[config.mk]
export PLATFORM = sky130hd
export DESIGN_NAME = fifo_wr_arbiter
export DESIGN_NICKNAME = d
export VERILOG_FILES = /design/src/rtl/fifo_wr_arbiter.sv
export SDC_FILE = /design/constraint.sdc
export NUM_CORES = 1
export LEC_CHECK = 0
export ABC_AREA = 1
export BUFFER_PORTS_ARGS = -buffer_cell sky130_fd_sc_hd__buf_4
export CAP_MARGIN = 40
export CORE_UTILIZATION = 49
export CTS_BUF_LIST = sky130_fd_sc_hd__clkbuf_4
export DETAILED_ROUTE_END_ITERATION = 16
export GPL_ROUTABILITY_DRIVEN = 0
export MAX_ROUTING_LAYER = met4
export PLACE_DENSITY_LB_ADDON = 0.1
export SLEW_MARGIN = 5
export SYNTH_ARGS = -nofsm -noshare
export SYNTH_HDL_FRONTEND = slang
export SYNTH_SLANG_ARGS = --single-unit
[constraint.sdc]
create_clock -name clk -period 2.4 [get_ports clk]
set_input_delay 0.36 -clock clk [delete_from_list [all_inputs] [get_ports clk]]
set_output_delay 0.36 -clock clk [all_outputs]
set_load 0.05 [all_outputs]
[src/rtl/fifo_wr_arbiter.sv]
// fifo_wr_arbiter: round-robin burst arbiter feeding a single FIFO write port.
// Build option: define FIFO_ARB_PRIO_EN to let requester 0 win every arbitration it enters.
module fifo_wr_arbiter #(
  parameter int NUM_REQ    = 4,
  parameter int DATA_WIDTH = 32,
  parameter int MAX_BURST  = 8,
  localparam int ID_W      = (NUM_REQ > 2) ? $clog2(NUM_REQ) : 1
) (
  input  logic                          clk,
  input  logic                          reset,
  input  logic [NUM_REQ-1:0]            req_valid,
  input  logic [NUM_REQ*DATA_WIDTH-1:0] req_data,
  output logic [NUM_REQ-1:0]            req_ready,
  output logic [DATA_WIDTH-1:0]         fifo_wrdata,
  output logic                          fifo_wren,
  input  logic                          fifo_full,
  input  logic                          fifo_almost_full,
  output logic [ID_W-1:0]               grant_id,
  output logic                          busy,
  output logic                          dbg_state
);

  // Handshake: a word moves on a rising edge where req_valid[i] and req_ready[i]
  // are both high; ready is only ever offered to the current grantee.
  typedef enum logic {IDLE = 1'b0, GRANT = 1'b1} state_e;

  state_e                  state_q;
  logic [ID_W-1:0]         grant_id_q;
  logic [ID_W-1:0]         last_grant_q;
  logic [7:0]              burst_cnt_q;
  logic                    fifo_wren_q;
  logic [DATA_WIDTH-1:0]   fifo_wrdata_q;
  logic [ID_W-1:0]         pick;
  logic [ID_W-1:0]         idx;
  logic                    space_ok;
  logic                    xfer;
  logic [DATA_WIDTH-1:0]   req_word [NUM_REQ];

  for (genvar g = 0; g < NUM_REQ; g++) begin : g_unpack
    assign req_word[g] = req_data[g*DATA_WIDTH +: DATA_WIDTH];
  end

  // Scan offsets from farthest to nearest so the nearest valid requester wins.
  always_comb begin
    pick = last_grant_q;
    idx  = '0;
    for (int k = NUM_REQ; k >= 1; k--) begin
      idx = ID_W'((int'(last_grant_q) + k) % NUM_REQ);
      if (req_valid[idx]) pick = idx;
    end
`ifdef FIFO_ARB_PRIO_EN
    if (req_valid[0]) pick = '0;
`else
`endif
  end

  // The word already sitting in the output register consumes the last free entry.
  assign space_ok = !fifo_full && !(fifo_almost_full && fifo_wren_q);
  assign xfer     = (state_q == GRANT) && req_valid[grant_id_q] && space_ok;

  always_comb begin
    req_ready = '0;
    if (state_q == GRANT && space_ok) req_ready[grant_id_q] = req_valid[grant_id_q];
  end

  always_ff @(posedge clk) begin
    if (reset) begin
      state_q       <= IDLE;
      grant_id_q    <= '0;
      last_grant_q  <= ID_W'(NUM_REQ - 1);
      burst_cnt_q   <= '0;
      fifo_wren_q   <= 1'b0;
      fifo_wrdata_q <= '0;
    end else begin
      fifo_wren_q <= 1'b0;
      case (state_q)
        IDLE: begin
          if (|req_valid) begin
            grant_id_q  <= pick;
            burst_cnt_q <= '0;
            state_q     <= GRANT;
          end
        end
        GRANT: begin
          if (xfer) begin
            fifo_wren_q   <= 1'b1;
            fifo_wrdata_q <= req_word[grant_id_q];
            burst_cnt_q   <= burst_cnt_q + 8'd1;
            if (burst_cnt_q + 8'd1 == MAX_BURST[7:0]) begin
              state_q      <= IDLE;
              last_grant_q <= grant_id_q;
            end
          end else if (!req_valid[grant_id_q]) begin
            state_q      <= IDLE;
            last_grant_q <= grant_id_q;
          end
        end
        default: state_q <= IDLE;
      endcase
    end
  end

  assign fifo_wren   = fifo_wren_q;
  assign fifo_wrdata = fifo_wrdata_q;
  assign grant_id    = grant_id_q;
  assign busy        = (state_q == GRANT);
  assign dbg_state   = state_q;

endmodule

==> results of run 1 <==
-- sequential cells by signal (all words and copies together) (netlist names) --
signal        cells
burst_cnt_q       8
busy              1
fifo_wrdata      32
fifo_wren         1
grant_id          2
last_grant_q      2
-- logic make-up after synthesis --
logic type               Yosys count  share of synthesized area
AO/OA/AOI/OAI                    116                      0.200
AND/OR/NAND/NOR                  292                      0.391
buffers and inverters             63                     0.0951
flip-flops                        46                      0.303
XOR/XNOR                           1                    0.00288
adder cells (fa/ha/maj)            2                    0.00823
-- metrics by stage --
| step | worst slack, ns | instances | util | TNS, ns |
|---|---|---|---|---|
| 3_3_place_gp | 0.569 | 742 | 0.727 | 0 |
| 6_report | 0.233 | 750 | 0.737 | 0 |
| 5_1_grt | 0.0562 | 750 | 0.737 | 0 |
| 4_1_cts | 0.0550 | 750 | 0.736 | 0 |
| 3_5_place_dp | 0.491 | 742 | 0.727 | 0 |
| 2_1_floorplan | -0.0579 | 520 | - | -0.174 |
-- worst min path at each step --
stage | slack, ns | startpoint | to
after detailed placement | 0.49 | fifo_wrdata[6] | fifo_wrdata[6]
after global routing | 0.20 | reset | burst_cnt_q[7]
after global placement | 0.48 | fifo_wrdata[4] | fifo_wrdata[4]
after floorplan | 0.48 | burst_cnt_q[7] | burst_cnt_q[7]
after CTS | 0.22 | reset | burst_cnt_q[3]
final | 0.23 | reset | burst_cnt_q[7]
-- power groups by stage --
stage	Combinational, mW	Sequential (mW)	Clock (mW)
finish	1.42	0.928	0.373
detailed placement	1.41	0.937	0
floorplan	0.758	1.16	0
global route	1.55	0.940	0.416
CTS	1.42	0.923	0.378
global placement	1.38	0.935	0
-- routing by layer --
metal  GRT usage  vias up  routed length, µm
li1            -     1993                  -
met1       0.340     1757               3960
met2       0.577      169               4910
met3      0.0640       20                799
met4       0.100        0                210
met5           -        -                  0
-- cell usage in the layout, fill, tap and decap left out --
master / Yosys / layout
nand3_1: 19 / 19
nor3_2: 1 / 1
ha_1: 2 / 2
a21oi_1: 69 / 69
inv_1: 23 / 23
clkinv_2: 0 / 1
clkinv_1: 0 / 1
o22ai_2: 1 / 1
xor2_1: 1 / 1
nand4_1: 5 / 5
nand2_1: 177 / 177
nor3_1: 32 / 32
inv_6: 0 / 1
clkbuf_4: 0 / 6
nor2_2: 2 / 2
o21ai_0: 35 / 35
a21oi_2: 5 / 5
dfxtp_1: 46 / 45
nand2_2: 2 / 2
dfxtp_2: 0 / 1
o21ai_1: 6 / 6
inv_4: 1 / 1
nor2_1: 54 / 54
buf_4: 2 / 185
-- critical path, cell delays in order (launching register included) --
cell	delay, ns
dfxtp_2	0.43
inv_6	0.19
nand2_1	0.07
nor2_1	0.18
inv_1	0.08
nand2_1	0.11
nand2_2	0.09
nor2_1	0.09
buf_4	0.20
-- final cells by class --
class                           count  area share
Multi-Input combinational cell    411       0.417
Timing Repair Buffer              185       0.316
Sequential cell                    46       0.210
Inverter                           25      0.0231
Tap cell                           75      0.0214
Clock buffer                        6      0.0103
Clock inverter                      2     0.00200
==> metrics, run 1 <==
status=completed; post-route ant nets=0; Core Footprint=between 5000 and 6000 µm²; type of the most critical hold path=input pin to register; Die Ht=80.8 µm; WP data arrival=about 1.8 ns; post-CTS sizing=0; total power=2.72 mW; Final #Nets=812; Yosys reg bits=46; Worst R2R Path Depth=9; dpl cell area=roughly 4300 µm²; hold depth=2; first-pass detailed-route iteration total=4; initial antenna violation count=0; synth warn=0; Critical Path RT=2.04 ns; P_int=1.46 mW; startpoint types=register; H-tree levels=2; multi-input logic area=1830 µm²; Yosys top cell by area=dfxtp_1; syn_area_per_cell=5.84 µm²; largest net degree at the start of global routing=58; Clk pwr share=0.137; Routed WL=9880 µm; most frequent cell after synthesis=nand2_1; CTS tree=yes; Cell Pwr Density=620 nW/µm²; fmax=0.462 GHz; Max Slew Vio Count=0; post-CTS setup buffer count=0; worst slew pin tran=0.537 ns; grt ovf=0; P_sw=1.26 mW; hpwl dp=7230 µm; clock latency at the later pin of the worst-skew pair=0.36 ns; Layout fillers=522; Vias/cell=roughly 5.3; total track usage=0.315; Post-synth top cells=nand2_1, a21oi_1, nor2_1; I/O pins=~180; critical path endpoint=req_ready[3]; mapped cell area=3040 µm²; wire per inst=13.2 µm; clock transition at the registers of the reported paths=0.13 ns; net switching fraction of the power=0.463; Worst R2R End=burst_cnt_q[4]; worst-path fanout max=25; Yosys top cell area share=0.303; asr flop ratio synth=0; CTS sink cnt=46; sequential area share after synthesis=0.303; Post-Syn Instances=520; # setup viols final=0; Period Utilization, post-route=0.903; Port-buffer cells=176; vias in the first global route=3604; crit path launch=grant_id[0]; post-synthesis cell type count=24; Final min period=2.17 ns; Logic pwr share=0.522; EDFF count, synth=0; Slew HR=0.642; r2r setup slk=0.60 ns; Rows=28; reg2reg start=grant_id[0]; Die ar.=6520 µm²; Fin Hold WS=0.230 ns; Crit. End Element=output port; residual DRC count=0; MaxCap Viol Count=0; share of layout cells above drive strength 1=0.305; Hold Vio Cnt, Final=0; ant diodes=0; Die X=approximately 81 µm; register area=922 µm²; fin area=4390 µm²; Synth Flop Type=dfxtp_1; maximum clock insertion buffer count=2; starting density of the core=0.510; Clock Skews=around 0.0077 ns; CTS Buf Count=5; top post-synthesis cells by area=dfxtp_1, nand2_1, a21oi_1, nor2_1, o21ai_0; Root Buffer=clkbuf_4; area growth from synthesis to layout=44.4%; Reg power frac=0.341; Detailed Route Iter0 Violations=213; Max VDD drop=about 0.35 mV; first-pass GRT wire length=15600 µm; via count=between 3000 and 4000; Leak=~2.2 nW; synthesized net count=658; Hold-fix buffers, CTS=0; RSZ-0062 raised after global routing=false; Worst Setup Path Type=register to output port
Note: power is estimated with default switching activity, not from simulation.
==> inputs of run 2 (changes only) <==
--- a/config.mk
+++ b/config.mk
@@ -13,7 +13,7 @@
 export DETAILED_ROUTE_END_ITERATION = 16
 export GPL_ROUTABILITY_DRIVEN = 0
 export MAX_ROUTING_LAYER = met4
-export PLACE_DENSITY_LB_ADDON = 0.1
+export PLACE_DENSITY = 0.95
 export SLEW_MARGIN = 5
 export SYNTH_ARGS = -nofsm -noshare
 export SYNTH_HDL_FRONTEND = slang
==> metrics, run 2 (synthesis results as in run 1) <==
reg2reg start=grant_id[1]; maximum clock insertion buffer count=2 (unchanged); Max VDD drop=0.363 mV (+3.6%); Die Ht=80.8 µm (unchanged); Hold Vio Cnt, Final=0 (unchanged); type of the most critical hold path=input pin to register; clock transition at the registers of the reported paths=0.13 ns (about the same); post-route ant nets=0 (unchanged); clock latency at the later pin of the worst-skew pair=0.35 ns (about the same); wire per inst=13.4 µm (+1.7%); most frequent cells in the layout=buf_4, nand2_1, a21oi_1; total track usage=0.323 (+0.00790); share of layout cells above drive strength 1=0.303 (-0.00251); largest net degree at the start of global routing=63 (+8.6%); Crit. End Element=output port; hold depth=2 (unchanged); CTS Buf Count=5 (unchanged); RSZ-0062 raised after global routing=false; post-CTS sizing=0 (unchanged); ant diodes=0 (unchanged); Hold-fix buffers, CTS=0 (unchanged); Leak=2.23 nW (-0.51%); Fin Hold WS=0.236 ns (+0.00595 ns); vias in the first global route=3795 (+5.3%); Port-buffer cells=176 (unchanged); Detailed Route Iter0 Violations=185 (-13%); initial antenna violation count=0 (unchanged); startpoint types=register; Worst R2R End=burst_cnt_q[0]; starting density of the core=0.510 (unchanged); Max Slew Vio Count=0 (unchanged); MaxCap Viol Count=0 (unchanged); Slew HR=0.597 (-0.0448); worst hold endpoint=burst_cnt_q[4]; WP data arrival=1.88 ns (+0.07 ns); r2r setup slk=0.39 ns (-0.21 ns); Worst Setup Path Type=register to output port; Final #Nets=811 (-0.12%); Final min period=2.24 ns (+0.0719 ns); via count=3960 (+0.53%); Rows=28 (unchanged); Die ar.=6520 µm² (unchanged); Critical Path RT=2.04 ns (about the same); first-pass detailed-route iteration total=4 (unchanged); Root Buffer=clkbuf_4; first-pass GRT wire length=16100 µm (+3.3%); worst-path fanout max=14 (-44%); Cell Pwr Density=616 nW/µm² (-0.61%); CTS sink cnt=46 (unchanged); fin area=4370 µm² (-0.37%); H-tree levels=2 (unchanged); fmax=0.447 GHz (-3.2%); Hold Crit Start=reset; total power=2.69 mW (-0.98%); hpwl dp=7520 µm (+4.1%); Die X=80.8 µm (unchanged); Core Footprint=5960 µm² (unchanged); max reg flops=32 (unchanged); I/O pins=177 (unchanged); worst slew pin tran=0.604 ns (+0.0666 ns); CTS tree=yes; post-CTS setup buffer count=0 (unchanged); # setup viols final=0 (unchanged); Period Utilization, post-route=0.933 (+0.0299); dpl cell area=4320 µm² (-0.17%); Clock Skews=0.0105 ns (+0.00275 ns); leading cell type in the layout, fill and taps excluded=buf_4; area growth from synthesis to layout=43.9%; Layout Cells excl Fill=749 (-0.13%); placed insts=741 (-0.13%); grt ovf=0 (unchanged); Routed WL=10000 µm (+1.6%); Worst R2R Path Depth=9 (unchanged); residual DRC count=0 (unchanged); status=completed; Vias/cell=5.29 (+0.67%)
## run 2: cell count changes in the layout (fill, tap and decap cells not counted), sizes merged
cell and change:
buf -1, clkbuf -1, clkinv +1
## run 2: per-stage QoR
step	utilization	TNS [ns]	setup slack [ns]
after floorplan	-	-0.174	-0.0579
after global placement	0.726	0	0.458
after detailed placement	0.726	0	0.377
after CTS	0.734	0	0.103
after global routing	0.734	0	0.0416
final	0.734	0	0.161
## run 2: report_power, final
part,switching (mW),internal (mW)
logic,0.942,0.492
clock network,0.231,0.105
registers,0.0776,0.847
## run 2: area by class of cell
| type | count | area, µm² |
|---|---|---|
| clock buffer | 5 | 37.5 |
| clock inverter | 3 | 11.3 |
| sequential | 46 | 923 |
| timing repair buffer | 184 | 1380 |
| tap | 75 | 93.8 |
| fill | 532 | 1580 |
| inverter | 25 | 96.3 |
| multi-input combinational | 411 | 1830 |
## run 2: worst max-delay path, cell delays in order, from the launching register on
cell     delay, ns
dfxtp_2       0.39
inv_4         0.15
nand2_1       0.11
nor2_2        0.13
nor2_1        0.06
nand2_1       0.10
nand2_2       0.19
nor2_1        0.18
buf_4         0.22
## run 2: layer usage
metal  share of wire  track usage  vias up
li1                -            -     1994
met1            0.39        0.331     1768
met2            0.51        0.583      171
met3           0.072       0.0708       27
met4           0.027        0.157        0
met5               0            -        -
## run 2: how the worst max path moves through the flow
stage	start	endpoint	slack [ns]	cells after the start
finish	grant_id[1]	req_ready[3]	0.16	8
global placement	grant_id[1]	burst_cnt_q[0]	0.46	9
floorplan	grant_id[0]	req_ready[0]	-0.06	8
detailed placement	grant_id[1]	burst_cnt_q[0]	0.38	9
CTS	grant_id[1]	req_ready[3]	0.10	8
global route	grant_id[1]	req_ready[1]	0.04	8
==> inputs of run 3 (changes only) <==
--- a/config.mk
+++ b/config.mk
@@ -8,12 +8,12 @@
 export ABC_AREA = 1
 export BUFFER_PORTS_ARGS = -buffer_cell sky130_fd_sc_hd__buf_4
 export CAP_MARGIN = 40
-export CORE_UTILIZATION = 49
+export CORE_UTILIZATION = 46
 export CTS_BUF_LIST = sky130_fd_sc_hd__clkbuf_4
 export DETAILED_ROUTE_END_ITERATION = 16
 export GPL_ROUTABILITY_DRIVEN = 0
 export MAX_ROUTING_LAYER = met4
-export PLACE_DENSITY = 0.95
+export PLACE_DENSITY = 0.85
 export SLEW_MARGIN = 5
 export SYNTH_ARGS = -nofsm -noshare
 export SYNTH_HDL_FRONTEND = slang
==> constraint.sdc (replaced) <==
create_clock -name clk -period 2.2 [get_ports clk]
set_input_delay 0.33 -clock clk [delete_from_list [all_inputs] [get_ports clk]]
set_output_delay 0.33 -clock clk [all_outputs]
set_load 0.05 [all_outputs]
==> metrics, run 3 (synthesis results as in run 1) <==
status=completed; Finished Core Util=0.704 (-0.0300); Leak=2.26 nW (+1.6%); max reg flops=32 (unchanged); Period Utilization, post-route=0.933; RSZ-0062 raised after global routing=false; H-tree levels=2 (unchanged); leading cell type in the layout, fill and taps excluded=buf_4; fmax=0.487 GHz; area growth from synthesis to layout=47.1%; dpl cell area=4350 µm² (+0.52%); Core Footprint=6350 µm² (+6.6%); MaxCap Viol Count=0 (unchanged); Hold-fix buffers, CTS=0 (unchanged); Max VDD drop=0.434 mV (+19%); Routed WL=10100 µm (+1.1%); Final WS setup=0.148 ns (-0.0136 ns); clock latency at the later pin of the worst-skew pair=0.35 ns (about the same); most frequent cells in the layout=buf_4, nand2_1, a21oi_1; CTS tree=yes; type of the most critical hold path=input pin to register; first-pass detailed-route iteration total=5 (+1); via count=3961 (+0.025%); post-CTS setup buffer count=0 (unchanged); startpoint types=register; Fin Hold WS=0.203 ns (-0.0323 ns); largest net degree at the start of global routing=67 (+6.3%); total track usage=0.306 (-0.0178); starting density of the core=0.479 (-0.0317); initial antenna violation count=0 (unchanged); Layout fillers=576 (+8.3%); share of layout cells above drive strength 1=0.311 (+0.00844); Critical Path RT=1.87 ns (-0.17 ns); Root Buffer=clkbuf_4; Worst Setup Path Type=register to output port; Crit. End Element=output port; Vias/cell=5.27 (-0.37%); Die Ht=83.3 µm (+3.1%); residual DRC count=0 (unchanged); Cell Pwr Density=704 nW/µm² (+14%); Die X=83.3 µm (+3.1%); Die ar.=6940 µm² (+6.4%); worst-path fanout max=16 (+2); Detailed Route Iter0 Violations=215 (+16%); CTS Buf Count=5 (unchanged); wire per inst=13.5 µm (+0.66%); Final #Nets=812 (+0.12%); placed insts=744 (+0.40%); dpl ws=0.399 ns (+0.0217 ns); Clock Skews=0.00827 ns (-0.00222 ns); first-pass GRT wire length=17100 µm (+6.7%); Max Slew Vio Count=0 (unchanged); WP data arrival=1.72 ns (-0.16 ns); # setup viols final=0 (unchanged); grt ovf=0 (unchanged); vias in the first global route=3870 (+2.0%); clock transition at the registers of the reported paths=0.14 ns (about the same); maximum clock insertion buffer count=2 (unchanged); Slew HR=0.578 (-0.0192); Final min period=2.05 ns; ant diodes=0 (unchanged); I/O pins=177 (unchanged); Hold Vio Cnt, Final=0 (unchanged); hpwl dp=7440 µm (-1.0%); Rows=29 (+3.6%); fin area=4470 µm² (+2.3%); post-route ant nets=0 (unchanged); Layout Cells excl Fill=752 (+0.40%); CTS sink cnt=46 (unchanged); worst slew pin tran=0.634 ns (+0.0295 ns); Port-buffer cells=176 (unchanged)
==> run 3: cell types whose count changed in the layout (fill, tap and decap cells not counted), moves of 2 or more <==
| cell | delta |
|---|---|
| buf_4 | -2 |
| buf_6 | +2 |
| clkbuf_4 | +2 |
| clkinv_1 | -3 |
| dfxtp_2 | -2 |
| dfxtp_4 | +2 |
| inv_8 | +2 |
==> run 3: final timing paths <==
path	slack [ns]	to	cells after the start	startpoint
max	0.15	req_ready[0]	8	grant_id[1]
max reg2reg	0.55	fifo_wrdata[24]	8	grant_id[1]
min	0.20	burst_cnt_q[3]	2	reset
min reg2reg	0.52	fifo_wrdata[6]	2	fifo_wrdata[6]
==> run 3: what timing repair did <==
action,CTS,global route
cloned,0,0
setup endpoints to repair,3,3
resized for setup,2,12
pin swaps,0,0
endpoints found under the hold margin,0,0
==> run 3: area by class of cell <==
class / count / area (µm²) / area share
clock inverter: 1 / 30.0 / 0.00672
sequential: 46 / 928 / 0.208
timing repair buffer: 185 / 1410 / 0.315
clock buffer: 7 / 52.6 / 0.0118
tap: 77 / 96.3 / 0.0215
inverter: 25 / 109 / 0.0243
multi-input combinational: 411 / 1850 / 0.413
==> run 3: through the flow <==
stage,setup TNS [ns],power [mW]
finish,0,3.15
global route,0,3.36
CTS,0,3.11
detailed placement,0,2.57
global placement,0,2.54
floorplan,-0.684,2.09
==> run 3: per-layer routing <==
metal  global-route usage  routed length (µm)
met1                0.346                4040
met5                    -                   0
met2                0.537                5130
met3               0.0567                 657
met4                0.108                 315
==> run 3: critical path: stages (launching register included) <==
cell and delay (ns):
dfxtp_4 0.40, inv_8 0.11, nand2_1 0.10, nor2_2 0.16, nor2_1 0.07, nand2_1 0.12, nand2_2 0.10, nor2_1 0.11
buf_4 0.21
==> run 3: where the power goes <==
part,internal [mW],switching (mW)
logic,0.555,1.05
clock network,0.266,0.270
registers,0.927,0.0794
total,1.75,1.40
